**config.mk**
```make
export PLATFORM = sky130hd
export DESIGN_NAME = inst_fetcher
export DESIGN_NICKNAME = d
export VERILOG_FILES = /design/src/rtl/inst_fetcher_pkg.sv /design/src/rtl/inst_fetcher_queue.sv /design/src/rtl/inst_fetcher.sv
export SDC_FILE = /design/constraint.sdc
export NUM_CORES = 1
export LEC_CHECK = 0
export ABC_AREA = 1
export CORE_AREA = 3 3 217 219
export CTS_CLUSTER_SIZE = 30
export DETAILED_ROUTE_END_ITERATION = 16
export DIE_AREA = 0 0 220 222
export PLACE_DENSITY = 0.79
export SYNTH_ARGS = -nofsm -noshare
export SYNTH_HDL_FRONTEND = slang
export SYNTH_SLANG_ARGS = --single-unit
```
**constraint.sdc**
```tcl
create_clock -name clk_in -period 5 [get_ports clk_in]
set_input_delay 1 -clock clk_in [delete_from_list [all_inputs] [get_ports clk_in]]
set_output_delay 1 -clock clk_in [all_outputs]
set_load 0.03 [all_outputs]
```
**src/rtl/inst_fetcher_pkg.sv**
```systemverilog
// Shared constants and types for the instruction fetch front end.
// Optional perf counters in inst_fetcher are enabled by defining IF_PERF_EN.
package inst_fetcher_pkg;

  localparam int          IF_QUEUE_DEPTH_BIT = 3;
  localparam logic [31:0] IF_RESET_PC        = 32'h0000_0000;

  typedef enum logic [1:0] {
    IF_IDLE = 2'd0,
    IF_WAIT = 2'd1,
    IF_DROP = 2'd2
  } if_state_t;

  typedef struct packed {
    logic [31:0] addr;
    logic [31:0] inst;
  } if_entry_t;

endpackage

```
**src/rtl/inst_fetcher_queue.sv**
```systemverilog
// Circular instruction queue: registered slots, head read from the slot at rd_ptr.
// Flush empties the queue and takes priority over push and pop.
module inst_queue
  import inst_fetcher_pkg::*;
#(
  parameter int DEPTH_BIT = IF_QUEUE_DEPTH_BIT
) (
  input  logic                 clk_in,
  input  logic                 rst_in,
  input  logic                 flush,
  input  logic                 push,
  input  if_entry_t            push_entry,
  input  logic                 pop,
  output if_entry_t            head,
  output logic [DEPTH_BIT:0]   count
);

  localparam int DEPTH = 1 << DEPTH_BIT;

  if_entry_t            slots [DEPTH];
  logic [DEPTH_BIT-1:0] rd_ptr;
  logic [DEPTH_BIT-1:0] wr_ptr;

  always_ff @(posedge clk_in) begin
    if (!rst_in) begin
      rd_ptr <= '0;
      wr_ptr <= '0;
      count  <= '0;
      for (int i = 0; i < DEPTH; i++) slots[i] <= '0;
    end else if (flush) begin
      rd_ptr <= '0;
      wr_ptr <= '0;
      count  <= '0;
    end else begin
      if (push) begin
        slots[wr_ptr] <= push_entry;
        wr_ptr        <= wr_ptr + 1'b1;
      end
      if (pop) rd_ptr <= rd_ptr + 1'b1;
      if (push && !pop)      count <= count + 1'b1;
      else if (pop && !push) count <= count - 1'b1;
    end
  end

  assign head = slots[rd_ptr];

endmodule

```
**src/rtl/inst_fetcher.sv**
```systemverilog
// Instruction fetcher: one outstanding word read at a time, queued with its PC for the decoder.
// Define IF_PERF_EN to add the perf_fetched / perf_flushes counters.
//
// state   | meaning
// IF_IDLE | may issue a request at pc when the queue has room
// IF_WAIT | request accepted, response will be queued
// IF_DROP | request accepted before a redirect, response will be discarded
module inst_fetcher
  import inst_fetcher_pkg::*;
#(
  parameter int          QUEUE_DEPTH_BIT = IF_QUEUE_DEPTH_BIT,
  parameter logic [31:0] RESET_PC        = IF_RESET_PC
) (
  input  logic        clk_in,
  input  logic        rst_in,
  input  logic        rdy_in,
  output logic        mem_req_valid,
  output logic [31:0] mem_req_addr,
  input  logic        mem_req_ready,
  input  logic        mem_resp_valid,
  input  logic [31:0] mem_resp_data,
  output logic        dec_valid,
  output logic [31:0] dec_inst_addr,
  output logic [31:0] dec_inst,
  input  logic        dec_accept,
  input  logic        dec_clear,
  input  logic [31:0] dec_set_addr,
  input  logic        rob_clear,
  input  logic [31:0] rob_set_addr
`ifdef IF_PERF_EN
  ,
  output logic [31:0] perf_fetched,
  output logic [31:0] perf_flushes
`endif
);

  if_state_t                state;
  logic [31:0]              pc;
  logic [31:0]              req_pc;
  logic [31:0]              target;
  logic                     redirect;
  logic                     handshake;
  logic                     resp;
  logic                     push;
  logic                     pop;
  logic [QUEUE_DEPTH_BIT:0] count;
  if_entry_t                head;

  assign redirect = rdy_in && (rob_clear || dec_clear);
  assign target   = rob_clear ? rob_set_addr : dec_set_addr;
  assign resp     = rdy_in && mem_resp_valid;

  // count can only reach 2^N, so its MSB alone flags a full queue
  assign mem_req_valid = rst_in && rdy_in && (state == IF_IDLE) && !count[QUEUE_DEPTH_BIT];
  assign mem_req_addr  = pc;
  assign handshake     = mem_req_valid && mem_req_ready;

  assign dec_valid     = (count != '0);
  assign dec_inst_addr = head.addr;
  assign dec_inst      = head.inst;

  assign push = resp && (state == IF_WAIT) && !redirect;
  assign pop  = rdy_in && dec_valid && dec_accept && !redirect;

  inst_queue #(.DEPTH_BIT(QUEUE_DEPTH_BIT)) u_queue (
    .clk_in     (clk_in),
    .rst_in     (rst_in),
    .flush      (redirect),
    .push       (push),
    .push_entry ('{addr: req_pc, inst: mem_resp_data}),
    .pop        (pop),
    .head       (head),
    .count      (count)
  );

  always_ff @(posedge clk_in) begin
    if (!rst_in) begin
      state  <= IF_IDLE;
      pc     <= RESET_PC;
      req_pc <= RESET_PC;
    end else if (rdy_in) begin
      case (state)
        IF_IDLE: begin
          if (handshake) begin
            req_pc <= pc;
            state  <= redirect ? IF_DROP : IF_WAIT;
          end
        end
        IF_WAIT: begin
          if (redirect) begin
            state <= resp ? IF_IDLE : IF_DROP;
          end else if (resp) begin
            pc    <= pc + 32'd4;
            state <= IF_IDLE;
          end
        end
        IF_DROP: begin
          if (resp) state <= IF_IDLE;
        end
        default: state <= IF_IDLE;
      endcase
      if (redirect) pc <= target;
    end
  end

`ifdef IF_PERF_EN
  always_ff @(posedge clk_in) begin
    if (!rst_in) begin
      perf_fetched <= '0;
      perf_flushes <= '0;
    end else begin
      if (push)     perf_fetched <= perf_fetched + 32'd1;
      if (redirect) perf_flushes <= perf_flushes + 32'd1;
    end
  end
`endif

endmodule

```
* After elaboration in Yosys (flattened, before gate mapping)
Memories as Yosys holds them, arrays and structs flattened. A register that Yosys moved wholly into a read port is not among the register bits.
Index checks and enable logic that the tools add are counted.
** Storage, ports and cells
- Register bits :: 76
- Memory bits (writable) :: 512
- Input port bits :: 104
- Output and inout port bits :: 98
- Memories kept :: 1
** Cells by class
- Add/subtract/negate cells :: 5
- Eq/ne operators :: 3
- Multiplexer cells :: 22
- Bitwise gates (word level) :: 1
- Reduce and logical (&&, ||, !) cells :: 28
** Memories
- u_queue.slots :: words 8, width 64, read ports 1, clocked after memory_dff 1, wr ports 8, line inst_fetcher_queue.sv:20 : if_entry_t slots [DEPTH];
** Operators by type and width (count)
- 2-to-1 mux 32 bit :: 4
- 2-to-1 mux 64 bit :: 1
- OR reduction 64 bit :: 1
- adder 32 x 3 -> 32 bit, second input constant :: 1
- logical AND 1 bit :: 13
- 2-to-1 mux 2 bit :: 5
- 2-to-1 mux 3 bit :: 3
- 2-to-1 mux 4 bit :: 2
- adder 3 x 1 -> 3 bit, second input constant :: 2
- 2-to-1 mux 1 bit :: 6
- case mux 2 bit (3 select lines) :: 1
- AND reduction 3 bit :: 2
- nonzero test 2 bit :: 3
- adder 4 x 1 -> 4 bit, second input constant :: 1
- logical NOT 1 bit :: 4
- nonzero test 4 bit :: 1
- subtractor 4 x 1 -> 4 bit, second input constant :: 1
- equality test 2 x 1 -> 1 bit, second input constant :: 1
- equality test 2 bit, second input constant :: 1
- logical NOT 2 bit :: 1
- inequality test 2 bit, second input constant :: 1
- AND reduction 2 bit :: 1
- OR reduction 2 bit :: 1
- logical OR 1 bit :: 1
- inverter 1 bit :: 1

* Depth between registers and ports, before layout
- Word-level depth :: 10
- Mapped depth :: 14
- Mapped depth without buffers :: 12

* Modules after synthesis
Synthesis repeated with hierarchy kept, for this count alone.
** Unflattened totals
- Cells, all modules :: 2994
- Area, all modules :: 27447.6 µm²
** Modules (own cells, without submodules)
- inst_queue :: times used 1, cells each 2430, area an instance 23618.9 µm²
- inst_fetcher :: times used 1, cells each 564, area an instance 3828.7 µm²

* Worst setup path after synthesis
No wires, ideal clock.
- Path kind :: input port to flip-flop
- Start point :: input rob_clear
- End point :: memory u_queue.slots[0][0] (netlist bit) (enable)
- Setup time :: 0.424 ns
- Arrival time :: 3.506 ns
- Required time :: 4.576 ns
- Setup slack :: 1.071 ns
- Stages :: 12
- Buffers on the path :: 3
- Path through :: buf_4 nor2_8 nor2_4 nor2_8 inv_2 nor2_2 inv_2 nor2_4 nand2_1 buf_6 buf_4 nand2_1
** RTL lines
- start, declared :: line inst_fetcher.sv:28 : input logic rob_clear,
- end, declared :: line inst_fetcher_queue.sv:20

==> flow_summary.json <==
{
  "clockBufferDepth": 3,
  "cts_setup_buffers": 0,
  "status": "finished, final reports clean",
  "r2r_setup_slack_ns": 2.54,
  "die_h_um": 222,
  "yosys_warnings": 0,
  "cts_resized": 0,
  "cts_tree": "done",
  "drive_gt1_share_pct": 5.905,
  "grt_pass1_wl_um": 111700,
  "vias": 20870,
  "cap_violations": 0,
  "grt_max_degree": 93,
  "cts_root_buf": "clkbuf_16",
  "cts_max_level": 2,
  "ant_nets": 0,
  "synth_area_leaders": "edfxtp_1, nor2_1, o21ai_0, dfxtp_1, nand2_1",
  "cp_max_fo": 55,
  "die-area_um2": 48840,
  "cp-end-kind": "primary output",
  "ys.flop_type": "edfxtp_1",
  "die_x_um": 220,
  "synth.net_count": 2837,
  "met3_usage_pct": 6.578,
  "clock_latency_ns": 0.62,
  "async_reset_ff_share_pct": 0,
  "worstSetupPathType": "register to primary output",
  "path_cells": "buf_12 > o21ai_0 > o22ai_1 > nor2_1 > a31oi_1 > clkdlybuf4s50_1",
  "r2r-start": "state[0]",
  "fin_area_um2": 30910,
  "required_ns": 4.00,
  "synth_top_area_share_pct": 57.97,
  "regArea_um2": 16960,
  "synth-seq-area-share_pct": 63.94,
  "fillers": 3326,
  "p_per_area_nw_per_um2": 359.8,
  "grt_usage_pct": 29.24,
  "busiest_layer": "met2",
  "place_area_um2": 28810,
  "clk_pin_slew_ns": 0.06,
  "dp_slack_ns": 1.254,
  "nNetsFinal": 2957,
  "first_pass_iters": 6,
  "drt_iter0_drc": 2536,
  "num_antenna_cells": 0,
  "worst_r2r_endpoint": "u_queue.count[3]",
  "numPortBuffers": 201,
  "clock_skew_ns": 0.01247,
  "syn_inst": 2726,
  "mostFrequentLayoutCell": "nor2_1",
  "netlist_area_um2": 26520,
  "grt.overflow.total": 0,
  "holdPathStages": 2,
  "max_freq_ghz": 0.2243,
  "fin_crit_ns": 4.459,
  "cp.arrival_ns": 3.46,
  "setup_tns_ns": 0,
  "ys_seq_elements": 591,
  "antenna_found_initial": 0,
  "multi_input_area_um2": 8084,
  "drt-total-wl_um": 72260,
  "finalSetupViolations": 0,
  "critPathSlowestCell": "clkdlybuf4s50_1",
  "final_cell_mix": "nor2_1, edfxtp_1, o21ai_0, clkdlybuf4s50_1, nand2_1",
  "rows": 78,
  "setup_ws_ns": 0.5411,
  "drv_slew": 0,
  "cp-start-kind": "register",
  "p_leak_uw": 0.01139,
  "vias_per_cell": 5.971,
  "synth_top_area_cell": "edfxtp_1",
  "worst_pin_slew_ns": 1.039,
  "initial_core_util_pct": 58.57,
  "min_from": "u_queue.count[3]",
  "grt_util_met1_pct": 38.13,
  "drc": 0,
  "cp_slowest_stage_delay_ns": 0.80,
  "rsz0062_at_grt": "false",
  "finalCritPeriodShare_pct": 89.18,
  "io_pins": 202,
  "rr_worst_depth": 13,
  "min_to": "u_queue.count[3]",
  "numCtsBuffers": 58,
  "postCtsHoldBufs": 0,
  "cts_num_sinks": 591,
  "core_area_um2": 45280,
  "avgSynthCellArea_um2": 9.729,
  "hp-class": "register to register",
  "ir_worst_vdd_mv": 0.2943,
  "wire_per_inst_um": 20.67,
  "yosys.cell_types.count": 40,
  "gp_congestion": 0.9025,
  "hold_violations": 0,
  "dp.final_hpwl_um": 39850,
  "synth-edff-count": 512,
  "grt_pass1_vias": 20760,
  "maxSlewHeadroom_pct": 30.74,
  "syn2layout_area_growth_pct": 16.55,
  "met2_usage_pct": 48.58
}
-- power breakdown --
group / internal, µW / leakage, µW / switching (µW)
clock: 2920 / 0.00102 / 1860
combinational: 251 / 0.00444 / 480
sequential: 5520 / 0.00593 / 88.9
total: 8690 / 0.0114 / 2430
-- through the flow --
| stage | utilization [%] | instances | total power [µW] | hold WS [ns] |
|---|---|---|---|---|
| floorplan | - | 2726 | 6084 | 0.4385 |
| global placement | 63.62 | 3386 | 6413 | 0.4677 |
| detailed placement | 63.62 | 3386 | 6433 | 0.4820 |
| CTS | 68.26 | 3496 | 11140 | 0.5027 |
| global route | 68.26 | 3496 | 11400 | 0.5477 |
| finish | 68.26 | 3496 | 11120 | 0.5015 |
-- synthesized netlist by cell type (33+ instances only) --
library cell / count
nor2_1: 1034
a31oi_1: 75
clkbuf_1: 94
dfxtp_1: 79
nand2_1: 169
buf_6: 33
o21ai_0: 325
edfxtp_1: 512
a21oi_1: 62
o22ai_1: 64
nand3_1: 39
inv_1: 80
-- critical path: cells and delay by family (launching register included) --
kind | cells | cell delay (ns)
flops | 1 | 0.75
buf+inv | 2 | 1.16
simple gates | 1 | 0.06
compound gates | 3 | 0.80
-- cell type report --
| type | count | area share (%) |
|---|---|---|
| flip-flops and latches | 591 | 54.88 |
| multi-input cells | 1831 | 26.15 |
| repair buffers | 248 | 8.282 |
| clock buffers | 81 | 5.343 |
| well taps | 600 | 2.429 |
| clock inverters | 29 | 1.457 |
| inverters | 116 | 1.453 |
-- logic make-up after synthesis --
logic type                 synth area share [%]
and+or+nand+nor                           18.58
DFF                                       63.94
AOI/OAI and AO/OA                         11.26
buffers and inverters                     5.732
adders and majority gates                0.3586
xor gates and xnor gates                 0.1321
-- registers in the layout, summed over array words and instances, names as in the netlist, named ones only --
name,count
mem_req_addr,32
state,2
u_queue.count,4
u_queue.rd_ptr,3
u_queue.wr_ptr,3
u_queue.slots,512
req_pc,32
-- layer usage --
layer / vias up / share of wire, % / wire length (µm)
li1: 9520 / - / -
met1: 9850 / 37 / 26440
met2: 1325 / 49 / 35350
met3: 178 / 12 / 8456
met4: 0 / 2.8 / 2015
met5: - / 0 / 0
-- worst max-delay path by stage --
stage                               end  slack [ns]  cells after the start
floorplan           u_queue.slots[0][0]        1.07                     12
global placement      dec_inst_addr[14]        1.30                      6
detailed placement    dec_inst_addr[14]        1.25                      6
CTS                   dec_inst_addr[14]        0.58                      6
global route          dec_inst_addr[18]        0.42                      7
finish                dec_inst_addr[14]        0.54                      6
(Power assumes the default switching activity.)
